--- config.mk ---
export PLATFORM = sky130hd
export DESIGN_NAME = rattlesnake_fetch_mem_port
export DESIGN_NICKNAME = d
export VERILOG_FILES = /design/src/rtl/rattlesnake_fetch_mem_port_pkg.sv /design/src/rtl/rattlesnake_fetch_word_buffer.sv /design/src/rtl/rattlesnake_fetch_mem_port.sv
export SDC_FILE = /design/constraint.sdc
export NUM_CORES = 1
export LEC_CHECK = 0
export ABC_AREA = 1
export CAP_MARGIN = 20
export CORE_MARGIN = 5
export CORE_UTILIZATION = 41
export DETAILED_ROUTE_END_ITERATION = 7
export PLACE_DENSITY_LB_ADDON = 0.2
export SLEW_MARGIN = 0
export SYNTH_ARGS = -nofsm -noshare
export SYNTH_HDL_FRONTEND = slang
export SYNTH_SLANG_ARGS = --single-unit
--- constraint.sdc ---
create_clock -name clk -period 1.7 [get_ports clk]
set_input_delay 0.51 -clock clk [delete_from_list [all_inputs] [get_ports clk]]
set_output_delay 0.51 -clock clk [all_outputs]
set_load 0.02 [all_outputs]
--- src/rtl/rattlesnake_fetch_mem_port_pkg.sv ---
// Shared widths, FSM state encoding and compressed-instruction detect for the fetch memory port.
package rattlesnake_fetch_mem_port_pkg;

    localparam int XLEN           = 32;
    localparam int PC_BITWIDTH    = 32;
    localparam int MEM_ADDR_BITS  = 16;
    localparam int WORD_ADDR_BITS = MEM_ADDR_BITS - 1;
    localparam int HALF           = XLEN / 2;

    // A halfword whose two low bits are not 2'b11 starts a 16-bit instruction.
    localparam logic [1:0] UNCOMPRESSED_LSBS = 2'b11;

    typedef enum logic [2:0] {
        IDLE = 3'd0,
        RD0  = 3'd1,
        WT0  = 3'd2,
        RD1  = 3'd3,
        WT1  = 3'd4,
        DONE = 3'd5
    } fetch_state_t;

    function automatic logic is_compressed(input logic [1:0] lsbs);
        return lsbs != UNCOMPRESSED_LSBS;
    endfunction

endpackage

--- src/rtl/rattlesnake_fetch_word_buffer.sv ---
// One-entry word buffer (address, data, valid) used by the fetch port to skip repeated SRAM reads.
module rattlesnake_fetch_word_buffer
    import rattlesnake_fetch_mem_port_pkg::*;
(
    input  logic                      clk,
    input  logic                      reset_n,
    input  logic                      invalidate,
    input  logic                      fill_en,
    input  logic [WORD_ADDR_BITS-1:0] fill_addr,
    input  logic [XLEN-1:0]           fill_data,
    input  logic [WORD_ADDR_BITS-1:0] lookup_addr,
    output logic                      hit,
    output logic [XLEN-1:0]           data
);

    logic                      valid_q;
    logic [WORD_ADDR_BITS-1:0] addr_q;
    logic [XLEN-1:0]           data_q;

    always_ff @(posedge clk or negedge reset_n) begin
        if (!reset_n) begin
            valid_q <= 1'b0;
            addr_q  <= '0;
            data_q  <= '0;
        end else if (invalidate) begin
            valid_q <= 1'b0;
        end else if (fill_en) begin
            valid_q <= 1'b1;
            addr_q  <= fill_addr;
            data_q  <= fill_data;
        end
    end

    assign hit  = valid_q && (addr_q == lookup_addr);
    assign data = data_q;

endmodule

--- src/rtl/rattlesnake_fetch_mem_port.sv ---
// Instruction-fetch port: assembles aligned/misaligned (16/32-bit) instructions from a word SRAM.
// Optional word buffer enabled by RATTLESNAKE_FETCH_WORD_BUFFER_EN.
module rattlesnake_fetch_mem_port
    import rattlesnake_fetch_mem_port_pkg::*;
(
    input  logic                      clk,
    input  logic                      reset_n,
    input  logic                      sync_reset,
    input  logic                      read_mem_enable,
    input  logic [PC_BITWIDTH-1:0]    read_mem_addr,
    output logic                      mem_read_done,
    output logic [XLEN-1:0]           mem_data,
    output logic [MEM_ADDR_BITS-1:0]  mem_addr_ack,
    output logic                      sram_req,
    input  logic                      sram_gnt,
    output logic [WORD_ADDR_BITS-1:0] sram_addr,
    input  logic [XLEN-1:0]           sram_rdata,
    output logic                      busy,
    output fetch_state_t              state_dbg
);

    // SRAM handshake: sram_req/sram_addr stay stable until the cycle sram_gnt is high;
    // sram_rdata is consumed exactly one cycle after that req&gnt cycle.

    fetch_state_t              state_q, state_d;
    logic [MEM_ADDR_BITS-1:0]  haddr_q, haddr_d;
    logic [XLEN-1:0]           data_q, data_d;
    logic [WORD_ADDR_BITS-1:0] word0, word1, word_cur;
    logic                      in_rd, in_wt, capture, rd_hit;
    logic [XLEN-1:0]           rdata_sel;
    logic                      unused_addr_bits;

    assign unused_addr_bits = ^{read_mem_addr[PC_BITWIDTH-1:MEM_ADDR_BITS+1], read_mem_addr[0]};

    // haddr_q is the halfword address; its bit 0 marks a misaligned fetch.
    assign word0    = haddr_q[MEM_ADDR_BITS-1:1];
    assign word1    = word0 + WORD_ADDR_BITS'(1);
    assign word_cur = (state_q == RD1 || state_q == WT1) ? word1 : word0;
    assign in_rd    = (state_q == RD0) || (state_q == RD1);
    assign in_wt    = (state_q == WT0) || (state_q == WT1);
    assign capture  = in_wt && !sync_reset && !read_mem_enable;

`ifdef RATTLESNAKE_FETCH_WORD_BUFFER_EN
    logic            hit_q;
    logic            buf_hit;
    logic [XLEN-1:0] buf_data;

    rattlesnake_fetch_word_buffer u_word_buffer (
        .clk         (clk),
        .reset_n     (reset_n),
        .invalidate  (sync_reset),
        .fill_en     (capture),
        .fill_addr   (word_cur),
        .fill_data   (rdata_sel),
        .lookup_addr (word_cur),
        .hit         (buf_hit),
        .data        (buf_data)
    );

    assign rd_hit    = in_rd && buf_hit;
    assign rdata_sel = hit_q ? buf_data : sram_rdata;

    always_ff @(posedge clk or negedge reset_n) begin
        if (!reset_n) hit_q <= 1'b0;
        else          hit_q <= rd_hit;
    end
`else
    assign rd_hit    = 1'b0;
    assign rdata_sel = sram_rdata;
`endif

    always_comb begin
        state_d = state_q;
        haddr_d = haddr_q;
        data_d  = data_q;
        if (sync_reset) begin
            state_d = IDLE;
            data_d  = '0;
        end else if (read_mem_enable) begin
            // A new request abandons whatever is in flight, including a DONE cycle's successor.
            state_d = RD0;
            haddr_d = read_mem_addr[MEM_ADDR_BITS:1];
            data_d  = '0;
        end else begin
            case (state_q)
                IDLE: state_d = IDLE;
                RD0:  if (rd_hit || sram_gnt) state_d = WT0;
                WT0: begin
                    if (!haddr_q[0]) begin
                        data_d  = rdata_sel;
                        state_d = DONE;
                    end else begin
                        data_d  = {{HALF{1'b0}}, rdata_sel[XLEN-1:HALF]};
                        state_d = is_compressed(rdata_sel[HALF+1:HALF]) ? DONE : RD1;
                    end
                end
                RD1:  if (rd_hit || sram_gnt) state_d = WT1;
                WT1: begin
                    data_d[XLEN-1:HALF] = rdata_sel[HALF-1:0];
                    state_d             = DONE;
                end
                DONE:    state_d = IDLE;
                default: state_d = IDLE;
            endcase
        end
    end

    always_ff @(posedge clk or negedge reset_n) begin
        if (!reset_n) begin
            state_q <= IDLE;
            haddr_q <= '0;
            data_q  <= '0;
        end else begin
            state_q <= state_d;
            haddr_q <= haddr_d;
            data_q  <= data_d;
        end
    end

    assign sram_req      = in_rd && !rd_hit && !sync_reset;
    assign sram_addr     = in_rd ? word_cur : '0;
    assign mem_read_done = (state_q == DONE) && !sync_reset;
    assign busy          = (state_q != IDLE) && (state_q != DONE);
    assign mem_data      = data_q;
    assign mem_addr_ack  = haddr_q;
    assign state_dbg     = state_q;

endmodule
# == Word level (Yosys, flattened, before mapping) ==
# Index checks and enable logic that the tools add are counted.
# word_totals
ff_bits,51
latch_bits,0
ramBits,0
romBits,0
inputBits,69
out_inout_bits,69
elab_cells,40
n_memories,0
# op_classes
n_addsub,1
n_mul,0
n_div,0
order_cmp,0
eq_ne,9
shifts,0
muxes,14
n_bitwise,1
n_reduce_logical,11
# ops
cell,n
$mux 32,3
$pmux 16 s2,1
$mux 15,2
$mux 3,6
$mux 16,1
$add 15x1->15 const B,1
$pmux 3 s4,1
$ne 4x4->1 const B,2
$eq 3x2->1 const B,2
$eq 3x3->1 const B,2
$reduce_bool 3->1,2
$reduce_and 2->1,2
$reduce_bool 4->1,1
$eq 3x1->1 const B,1
$logic_and 1x1->1,3
$ne 3x3->1 const B,1
$logic_or 1x1->1,2
$ne 2x2->1 const B,1
$logic_not 1->1,1
$not 1->1,1

# == Longest topological paths before layout ==
# depth
word_depth,6
mapped_depth,9
mapped_depth_nobuf,9

# == Least setup slack after synthesis ==
# No wires, ideal clock.
# synth_path
path_type,flip-flop to output port
from,"reg haddr_q[1], in the netlist mem_addr_ack[1]"
to,out sram_addr[14]
arrival_ns,1.516
required_ns,1.190
path_slack_ns,-0.326
stages_incl_launch_ff,8
n_path_buf,0
path_cell_list,dfrtp_1 > ha_1 > nand2_1 > nor2_2 > nand4_1 > nand2_1 > nand2_1 > nor2_1
# synth_via
elab_chain_cells,3
# synth_rtl
element,line_no,text
from (decl),rattlesnake_fetch_mem_port.sv:26,"logic [MEM_ADDR_BITS-1:0] haddr_q, haddr_d;"
from (signal assigned),rattlesnake_fetch_mem_port.sv:115,haddr_q <= haddr_d;
$add 15x1->15,rattlesnake_fetch_mem_port.sv:37,assign word1 = word0 + WORD_ADDR_BITS'(1);
$mux 15,rattlesnake_fetch_mem_port.sv:38,assign word_cur = (state_q == RD1 || state_q == WT1) ? word1 : word0;
$mux 15,rattlesnake_fetch_mem_port.sv:121,assign sram_addr = in_rd ? word_cur : '0;
to (decl),rattlesnake_fetch_mem_port.sv:16,"output logic [WORD_ADDR_BITS-1:0] sram_addr,"
# No other way between the ends.

# == Final worst setup path ==
# layout_path
from,"reg state_q[1], in the netlist state_dbg[1]"
to,out sram_addr[14]
# layout_via
elab_chain_cells,4
word_cells_on_any_way,7
cone_classes,eq/ne: 3; mux: 2; reduce/logical: 2
# layout_rtl
element,line_no,text
from (decl),rattlesnake_fetch_mem_port.sv:25,"fetch_state_t state_q, state_d;"
from (signal assigned),rattlesnake_fetch_mem_port.sv:114,state_q <= state_d;
$eq 3x2->1 or $eq 3x3->1 (tied branches),"rattlesnake_fetch_mem_port.sv:38, rattlesnake_fetch_mem_port.sv:39",
$logic_or 1x1->1,rattlesnake_fetch_mem_port.sv:38,
$mux 15,rattlesnake_fetch_mem_port.sv:38,
$mux 15 (*),rattlesnake_fetch_mem_port.sv:121,
# Every way passes the cells marked *; elsewhere a longest branch is shown, timed or not.

==> impl_metrics.py <==
metrics = {
    "status": {
        "status": "finished with violations",
        "failed_checks": "setup timing",
    },
    "layout": {
        "diodes": 0,
        "area_growth_syn_to_layout_pct": 83.1,
        "mostFrequentLayoutCell": "nand2_1",
        "mostFrequentLayoutCells": "72 x nand2_1, 65 x buf_4, 50 x clkdlybuf4s50_1, 43 x dfrtp_1, 37 x dlygate4sd2_1",
        "final_cells": 673,
        "final_nets": 646,
        "drive_gt1_share_pct": 36.7,
    },
    "route": {
        "viasPerCell": 5.15,
        "wl_microns": 10900,
        "avgRoutedWirePerCell_microns": 16.3,
        "drtIter0Drc": 217,
        "drc": 0,
        "ant_nets": 0,
        "drt_pass1_iterations": 5,
        "vias": 3464,
    },
    "sta": {
        "fin_skew_ps": 15.6,
        "timing.final.crit_period_ps": 2310,
        "hold_viol": 0,
        "slew_headroom_pct": 79.7,
        "setup_slack_ps": -614,
        "maxSlewViolCount": 0,
        "fmax_mhz": 432,
        "setup_viol": 19,
        "worstMarginPinSlew_ps": 304,
        "rsz0062_at_grt": "yes",
        "finalCritPeriodShare_pct": 136,
    },
    "synthesis": {
        "synthFlopType": "dfrtp_1",
        "avgSynthCellArea_sq_um": 7.46,
        "ys_types": 25,
        "synth_area_sq_um": 2890,
        "ys_ff_latch": 51,
        "syn_nets": 458,
        "async_reset_ff_share_pct": 100,
        "synth_enable_flop_cells": 0,
        "yosysSeqAreaShare_pct": 44.1,
        "yosysWarnings": 0,
        "syn-instance-count": 388,
    },
    "cts": {
        "cts.sinks": 51,
        "path_clk_slew_ps": 110,
        "holdBufCountCts": 0,
        "cts_buffers": 5,
        "cts_root_buf": "clkbuf_8",
        "cts_tree": "yes",
        "clockBufferDepth": 2,
        "htreeDepth": 2,
        "clk_latency_ps": 310,
    },
    "floorplan": {
        "die_w_microns": 94.0,
        "dieArea_sq_um": 8840,
        "rows": 30,
        "io_pins": 138,
        "die_h_microns": 94.0,
        "start_util_pct": 42.3,
        "core-area_sq_um": 6830,
    },
    "run": {
        "cap_violations": 0,
    },
    "global_routing": {
        "grt_pass1_vias": 3373,
        "overflow": 0,
        "antenna_found_initial": 0,
        "grt.total_usage_pct": 23.7,
        "grt_max_degree": 52,
        "grt_pass1_wl_microns": 16800,
    },
    "critical_path": {
        "path_max_fanout": 6,
        "slowest_delay_ps": 490,
        "crit_chain": "nor2_4 -> nand2_4 -> nand2_8 -> buf_6 -> nand4_1 -> nand2_1 -> nand2_2 -> nor2_4 -> buf_6",
        "cp-end-kind": "primary output",
        "crit_path_start_kind": "flip-flop",
        "crit_slowest_cell": "dfrtp_2",
        "r2r_cells": 11,
        "arrival_ps": 1800,
        "critical_path_class": "flip-flop to primary output",
        "critPathRequiredTime_ps": 1190,
    },
    "min_path": {
        "min-delay-path-class": "input pin to async pin",
    },
    "placed_design": {
        "place_congestion": 0.908,
        "hpwl_microns": 6930,
        "pre_cts_ws_ps": -681,
        "port_buffers": 121,
        "dp_cells": 640,
    },
    "pwr": {
        "ir_worst_vdd_mv": 0.444,
        "powerDensity_nw_per_um2": 672,
        "leakagePower_nw": 2.61,
        "p_total_w": 0.00356,
    },
}
-- per-layer routing --
layer,vias up,track usage [%],share of wire (%)
li1,1656,-,-
met5,-,0,0
met3,20,4.09,6.0
met4,0,4.33,1.9
met1,1638,31.3,41
met2,150,40.9,51
-- cell families after synthesis --
family | share of synthesized area (%)
and+or+nand+nor | 27.2
AOI/OAI and AO/OA | 16.9
buffers and inverters | 9.43
DFF | 44.1
muxes | 1.95
adders and majority gates | 0.432
-- state kept, by name, summed over array words and instances (netlist names) --
register	flops
state_dbg	3
mem_addr_ack	16
mem_data	32
-- Yosys cell counts, types with 3 or more instances --
library cell	count	share of area (%)
dfrtp_1	51	44
nand3_1	32	5.5
nor2_1	41	5.3
nand4_1	3	0.65
buf_2	8	1.4
o21ai_0	24	4.2
inv_2	4	0.52
clkbuf_1	4	0.52
o21ai_1	23	4.0
nand2_1	91	12
nand2_2	4	0.86
inv_1	36	4.7
buf_4	7	1.8
nand3_2	3	1.0
mux2_2	5	1.9
a21oi_1	25	4.3
o211ai_1	16	4.2
-- cell type report --
cell class	instances	area [sq um]
flip-flops and latches	51	1290
well taps	96	120
repair buffers	202	1950
clock inverters	3	27.5
fillers	478	1540
clock buffers	5	68.8
multi-input cells	276	1680
inverters	40	163
-- metrics by stage --
step | TNS (ps) | area [sq um] | hold slack (ps) | util, %
after floorplan | -912 | 3030 | 214 | -
after global placement | -20870 | 4730 | 473 | 69.3
after detailed placement | -22160 | 4730 | 477 | 69.3
after CTS | -8680 | 5090 | 179 | 74.5
after global routing | -10470 | 5300 | 181 | 77.5
final | -8720 | 5300 | 174 | 77.5
-- worst paths after layout --
kind	start	end	slack (ps)
worst min-delay path	reset_n	mem_data[10]	170
min in group clk	mem_data[14]	mem_data[14]	500
worst max register to register	state_dbg[1]	mem_data[21]	-10
max in group asynchronous	reset_n	mem_addr_ack[6]	1270
worst min register to register	mem_data[14]	mem_data[14]	500
worst max-delay path	state_dbg[1]	sram_addr[14]	-610
-- critical path: cells and delay by family, from the launching register on --
family	cells	cell delay [ps]
and+or+nand+nor	7	770
buffers and inverters	2	240
DFF	1	490
-- what timing repair did --
| action | in CTS | in global routing |
|---|---|---|
| gates cloned | 3 | 0 |
| gates resized for setup | 210 | 77 |
| setup endpoints to repair | 85 | 41 |
| pin swaps | 12 | 27 |
| buffers inserted | 17 | 12 |
-- where the power goes --
part	switching, W	internal (W)
clock	0.000466	0.000304
sequential	0.0000687	0.00130
combinational	0.000745	0.000677
(Power assumes the default switching activity.)
